`src/rtl/platform_nios_oci_dct_packer.sv`:
```
// Producer side of the OCI direct-compressed-trace path: packs 2-bit trace codes
// into a 30-bit buffer and seals full or flushed buffers into 36-bit trace words.
module platform_nios_oci_dct_packer (
  input  logic        clk,
  input  logic        reset,
  input  logic [1:0]  code,
  input  logic        code_valid,
  input  logic        flush,
  input  logic        tw_ready,
  output logic [29:0] dct_buffer,
  output logic [3:0]  dct_count,
  output logic [35:0] tw,
  output logic        tw_valid,
  output logic        overflow
);

  typedef enum logic {SLOT_EMPTY, SLOT_FULL} slot_state_e;

  localparam logic [3:0] FULL_COUNT = 4'd15;

  slot_state_e state_q, state_d;
  logic        flush_pending, pend_d;
  logic [29:0] buf_d, post_buf;
  logic [3:0]  cnt_d, post_cnt;
  logic [35:0] tw_d;
  logic        ovf_d;
  logic        slot_free;
  logic        seal;

  assign tw_valid  = (state_q == SLOT_FULL);
  assign slot_free = (state_q == SLOT_EMPTY) || tw_ready;

  always_comb begin
    // NOTE: every signal assigned here gets a default first so no path leaves it unassigned (no latches).
    state_d  = state_q;
    buf_d    = dct_buffer;
    cnt_d    = dct_count;
    tw_d     = tw;
    ovf_d    = overflow;
    pend_d   = flush_pending || flush;
    seal     = 1'b0;
    post_buf = code_valid ? {dct_buffer[27:0], code} : dct_buffer;
    post_cnt = dct_count + {3'd0, code_valid};

    if (dct_count == FULL_COUNT) begin
      // Held full buffer: it seals as soon as the slot frees, and a code arriving
      // that same cycle starts the fresh buffer; otherwise the code is dropped.
      if (slot_free) begin
        seal   = 1'b1;
        tw_d   = {2'b10, dct_count, dct_buffer};
        buf_d  = code_valid ? {28'd0, code} : 30'd0;
        cnt_d  = code_valid ? 4'd1 : 4'd0;
        pend_d = 1'b0;
      end else if (code_valid) begin
        ovf_d = 1'b1;
      end
    end else begin
      buf_d = post_buf;
      cnt_d = post_cnt;
      if (post_cnt == 4'd0) begin
        pend_d = 1'b0;
      end else if (((post_cnt == FULL_COUNT) || pend_d) && slot_free) begin
        seal   = 1'b1;
        tw_d   = {2'b10, post_cnt, post_buf};
        buf_d  = 30'd0;
        cnt_d  = 4'd0;
        pend_d = 1'b0;
      end
    end

    case (state_q)
      SLOT_EMPTY: if (seal) state_d = SLOT_FULL;
      SLOT_FULL:  if (seal) state_d = SLOT_FULL;
                  else if (tw_ready) state_d = SLOT_EMPTY;
      default:    state_d = SLOT_EMPTY;
    endcase
  end

  // NOTE: state registers use non-blocking assignments so all flops update together at the edge.
  always_ff @(posedge clk or posedge reset) begin
    if (reset) begin
      state_q       <= SLOT_EMPTY;
      dct_buffer    <= 30'd0;
      dct_count     <= 4'd0;
      tw            <= 36'd0;
      overflow      <= 1'b0;
      flush_pending <= 1'b0;
    end else begin
      state_q       <= state_d;
      dct_buffer    <= buf_d;
      dct_count     <= cnt_d;
      tw            <= tw_d;
      overflow      <= ovf_d;
      flush_pending <= pend_d;
    end
  end

endmodule

```
`config.mk`:
```
export PLATFORM = sky130hd
export DESIGN_NAME = platform_nios_oci_dct_packer
export DESIGN_NICKNAME = d
export VERILOG_FILES = /design/src/rtl/platform_nios_oci_dct_packer.sv
export SDC_FILE = /design/constraint.sdc
export NUM_CORES = 1
export LEC_CHECK = 0
export BUFFER_PORTS_ARGS = -buffer_cell sky130_fd_sc_hd__buf_2
export CAP_MARGIN = 20
export CORE_ASPECT_RATIO = 1.1
export CORE_MARGIN = 2
export CORE_UTILIZATION = 40
export CTS_BUF_LIST = sky130_fd_sc_hd__clkbuf_8
export CTS_CLUSTER_DIAMETER = 30
export DETAILED_ROUTE_END_ITERATION = 10
export PLACE_DENSITY = 0.76
export SYNTH_ARGS = -nofsm -noshare
export SYNTH_HDL_FRONTEND = slang
export SYNTH_SLANG_ARGS = --single-unit
```
`constraint.sdc`:
```
create_clock -name clk -period 2.4 [get_ports clk]
set_clock_uncertainty 0.05 [all_clocks]
set_input_delay 0.12 -clock clk [delete_from_list [all_inputs] [get_ports clk]]
set_output_delay 0.12 -clock clk [all_outputs]
set_load 0.03 [all_outputs]
```
## Word level (Yosys, flattened, before mapping)

Index checks and enable logic that the tools add are counted.

| cells by class | value |
|---|---|
| reduce and logical (&&, ||, !) cells | 8 |
| div/mod/pow operators | 0 |
| eq/ne operators | 4 |
| shifts and indexed selects | 0 |
| $add $sub $neg | 1 |
| order comparisons | 0 |
| bitwise operators | 2 |
| multiply operators | 0 |
| multiplexer cells | 27 |

Operator list:

| kind | count |
|---|---|
| two-way mux 30 bit | 5 |
| two-way mux 36 bit | 4 |
| two-way mux 4 bit | 4 |
| two-way mux 1 bit | 12 |
| == test 4 bit (second input constant) | 2 |
| AND reduction 3 bit | 2 |
| adder 4 x 1 -> 4 bit | 1 |
| zero test 4 bit | 1 |
| inequality test 2 bit (second input constant) | 2 |
| logical OR 1 bit | 3 |
| two-way mux 2 bit | 1 |
| NOT 1 bit | 2 |
| one-hot mux 1 bit (2 select lines) | 1 |
| nonzero test 2 bit | 1 |
| logical AND 1 bit | 1 |

| word-level totals | value |
|---|---|
| latch bits | 0 |
| input bits | 7 |
| ROM bits | 0 |
| register bits | 73 |
| memories kept | 0 |
| output and inout bits | 72 |
| bits in writable memories | 0 |
| logic and storage cells | 48 |

## Longest topological paths before layout

| logic depth | value |
|---|---|
| depth in word-level cells | 9 |
| mapped depth | 7 |

## Least setup slack after synthesis

Ideal clock, no wire load.

| path | value |
|---|---|
| kind | reg-to-reg |
| start | register dct_count[0] |
| end | register tw[10] |
| required time | 2.223 ns |
| cell stages (with the launch flop) | 8 |
| library setup time | 0.127 ns |
| clock period less this slack | 2.501 ns |
| path buffers | 1 |
| slack | -0.101 ns |
| data arrival time | 2.323 ns |
| path through | dfrtp_1 ha_1 ha_1 xnor2_1 o21a_1 a221oi_4 buf_6 mux2_1 |

| on the way | value |
|---|---|
| word-level cells in the longest chain between the ends | 6 |
| elaborated cells on any way between the ends | 11 |
| those cells by class | 1 x add/sub; 4 x eq/ne; 1 x mux; 5 x reduce/logical |

RTL lines:

| item | line | text |
|---|---|---|
| from (decl) | 11 | `output logic [3:0] dct_count,` |
| from (signal assigned) | 91 | `dct_count <= cnt_d;` |
| adder 4 x 1 -> 4 bit | 43 | `post_cnt = dct_count + {3'd0, code_valid};` |
| == test 4 bit | 62 | `end else if (((post_cnt == FULL_COUNT) \|\| pend_d) && slot_free) begin` |
| logical OR 1 bit | 62 |  |
| logical AND 1 bit | 62 |  |
| nonzero test 2 bit (no line) | n/a |  |
| AND reduction 3 bit (no line) | n/a |  |
| to (signal assigned) | 92 | `tw <= tw_d;` |
| to (decl) | 12 | `output logic [35:0] tw,` |

Parallel ways exist; a longest one is shown, timed or not.
A chain may end at the register's enable or synchronous reset.

## Final worst setup path

Ends and elaborated chain as after synthesis.

==> results.txt <==
Critical path launch point: dct_count[0]
Pwr Total: 4.42 mW
Reg2reg setup slack: 0.08 ns
Layout Nets: 331
I/O pin cnt: 79
Clock Latency Late Sink: 0.34 ns
Layout cells sized above 1: 44.3%
Final hold slack: 0.0213 ns
Post-synth EDFFs: 0
Leakage power: 2.17 nW
Syn Inst Count: 230
Die area: 0.00850 mm^2
Inserted Clock Buffers: 9
Ys flop type: dfrtp_1
Die extent in y: 96.5 um
Port Buffers: 77
Syn_nets: 239
Max Cap Viol: 0
CTS sink cnt: 72
Placed Cells: 406
Dpl hpwl: 4.25 mm
Core area: 0.00751 mm^2
Wirelength, routed: 6.60 mm
Longest Clk Path Bufs: 2
Period Utilization, post-route: 96.6%
Vias/cell: 4.91
CP Capture Type: register
Fillers: 667
Slew HR: 66.1%
Register area share after synthesis: 57.9%
Via count: 2121
Crit Path Category: register to register
Max-slew violation count: 0
Final Hold Fails: 0
Initial Util: 41.4%
All-layer global routing usage: 15.3%
Synth warn: 0
Reg2Reg Depth: 8
Critical Path, Cell by Cell: ha_4 -> ha_4 -> nand2_1 -> o21a_1 -> a221oi_4 -> buf_6 -> clkbuf_16 -> mux2_1
Drt initial violations: 74
Register bit count reported by yosys: 72
Crit-path most repeated cell: ha_4
Setup_tns: 0 ns
Hold Crit Class: input port to register
Final Non-Filler Cells: 432
Vias in the first global route: 2010
Slowest cell on crit path: dfrtp_2
Max IR drop VDD: 655 uV
FF-to-FF Start: dct_count[0]
WP data required: 2.59 ns
Initial antenna violation count: 0
Async S/R FF share, synth: 100%
Post-synth cell types: 35
R2r endpoint: tw[10]
Pwr dens: 1100 mW/mm^2
CP arrival: 2.50 ns
Rows: 33
Worst-path clk slew: 0.08 ns
Root buf cell: clkbuf_8
Fin worst setup slack: 0.0821 ns
Crit path to: tw[10]
Gr ovfl total: 0
CP startpoint kind: register
Util after Layout: 53.5%
Worst slew pin tran: 0.508 ns
Drt drc: 0
Crit path depth: 8
Crit-path max cell delay: 0.43 ns
# setup viols final: 0
Pin count of the biggest net entering global routing: 39
Worst-path fanout max: 17
Syn-to-layout area delta: 29.1%
Die Span X: 88.1 um
Cell Area, Synth: 0.00311 mm^2
Min Tclk post-route: 2.32 ns
Post-Layout Inst Area: 0.00402 mm^2
First-pass GRT wire length: 9.85 mm
Fmax: 0.431 GHz
Buf+Inv Stages, Crit Path: 2
Setup WS pre-CTS: 0.0336 ns
H-tree levels: 3
CTS tree: done
Post-DP Area: 0.00365 mm^2
N_diodes: 0
Gp weighted congestion: 0.839
First-pass DRT Iterations: 4
Post-DR wirelength/cell: 15.3 um
Routed Antenna Nets: 0
Syn Area/Cell: 13.5 um^2
Kind of cell adding the most delay to the critical path: compound AO/OA/AOI/OAI gates
Status: finished, final reports clean
[per-layer routing]
metal  global-route usage [%]  share of wire, %  vias to the layer above
li1                         -                 -                      990
met1                     19.8                44                     1052
met2                     23.8                49                       64
met3                     4.16               5.6                       15
met4                     7.32               2.2                        0
met5                        0                 0                        -
[registers in the layout, indices dropped and copies added (netlist names)]
register       count
tw                35
tw_valid           1
dct_buffer        30
flush_pending      1
dct_count          4
overflow           1
[logic make-up (layout without fill, tap and decap cells)]
logic type | count (synthesis) | count (layout) | synth area share (%)
muxes | 62 | 62 | 22.2
other | 1 | 1 | 0.120
AOI/OAI and AO/OA | 22 | 22 | 5.67
adders and majority gates | 2 | 2 | 0.804
xor gates and xnor gates | 4 | 4 | 1.13
and+or+nand+nor | 52 | 52 | 9.20
buffers and inverters | 15 | 112 | 3.01
DFF | 72 | 72 | 57.9
[what timing repair did]
action                     4_1_cts  5_1_grt
setup buffers                    0        6
hold endpoints to repair        72        0
hold buffers                     1        0
setup endpoints to repair        0       28
resized for setup                0        3
[Yosys cell counts (all sizes together), types with 2 or more instances]
cell	count	area, um^2
inv	3	11.3
a21boi	2	15.0
nand3	5	25.0
buf	11	78.8
nand2	7	26.3
nor2b	27	169
o211ai	2	15.0
ha	2	25.0
mux2	56	631
nand2b	2	12.5
dfrtp	72	1800
a21oi	3	15.0
o21ai	4	20.0
nor2	7	26.3
xor2	2	17.5
xnor2	2	17.5
o22a	3	26.3
mux2i	6	60.1
[layout make-up]
class / instances / area, um^2 / share of cell area, %
Sequential cell: 72 / 1800 / 44.8
Multi-Input combinational cell: 143 / 1250 / 31.1
Timing Repair Buffer: 93 / 606 / 15.1
Tap cell: 105 / 131 / 3.27
Clock buffer: 9 / 124 / 3.08
Clock inverter: 7 / 95.1 / 2.37
Inverter: 3 / 11.3 / 0.280
[worst min-delay path by stage]
stage	slack [ns]	start	endpoint	cells after the start
global placement	0.19	reset	tw[15]	3
floorplan	0.22	code_valid	dct_buffer[0]	2
global route	0.04	code[1]	dct_buffer[1]	3
finish	0.02	code[0]	dct_buffer[0]	3
detailed placement	0.20	reset	tw[15]	3
CTS	0.01	code[0]	dct_buffer[0]	3
[worst min-delay path: stages]
cell	delay [ns]
buf_2	0.11
nand3_1	0.07
a21boi_0	0.07
[cell usage in the layout (no fill, tap or decap), drive strengths merged, types with 3 or more instances in the layout]
| cell type | instances |
|---|---|
| buf | 89 |
| dfrtp | 72 |
| mux2 | 56 |
| nor2b | 27 |
| clkbuf | 12 |
| nand2 | 7 |
| nor2 | 7 |
| mux2i | 6 |
| inv | 6 |
| nand3 | 5 |
| o21ai | 4 |
| a21oi | 3 |
| o22a | 3 |
[power breakdown]
group          total, mW  internal, mW  switching, mW
Sequential          1.67          1.49          0.183
Clock               1.05         0.589          0.462
Combinational       1.69         0.650           1.04
Power figures use the tool's default switching activity.
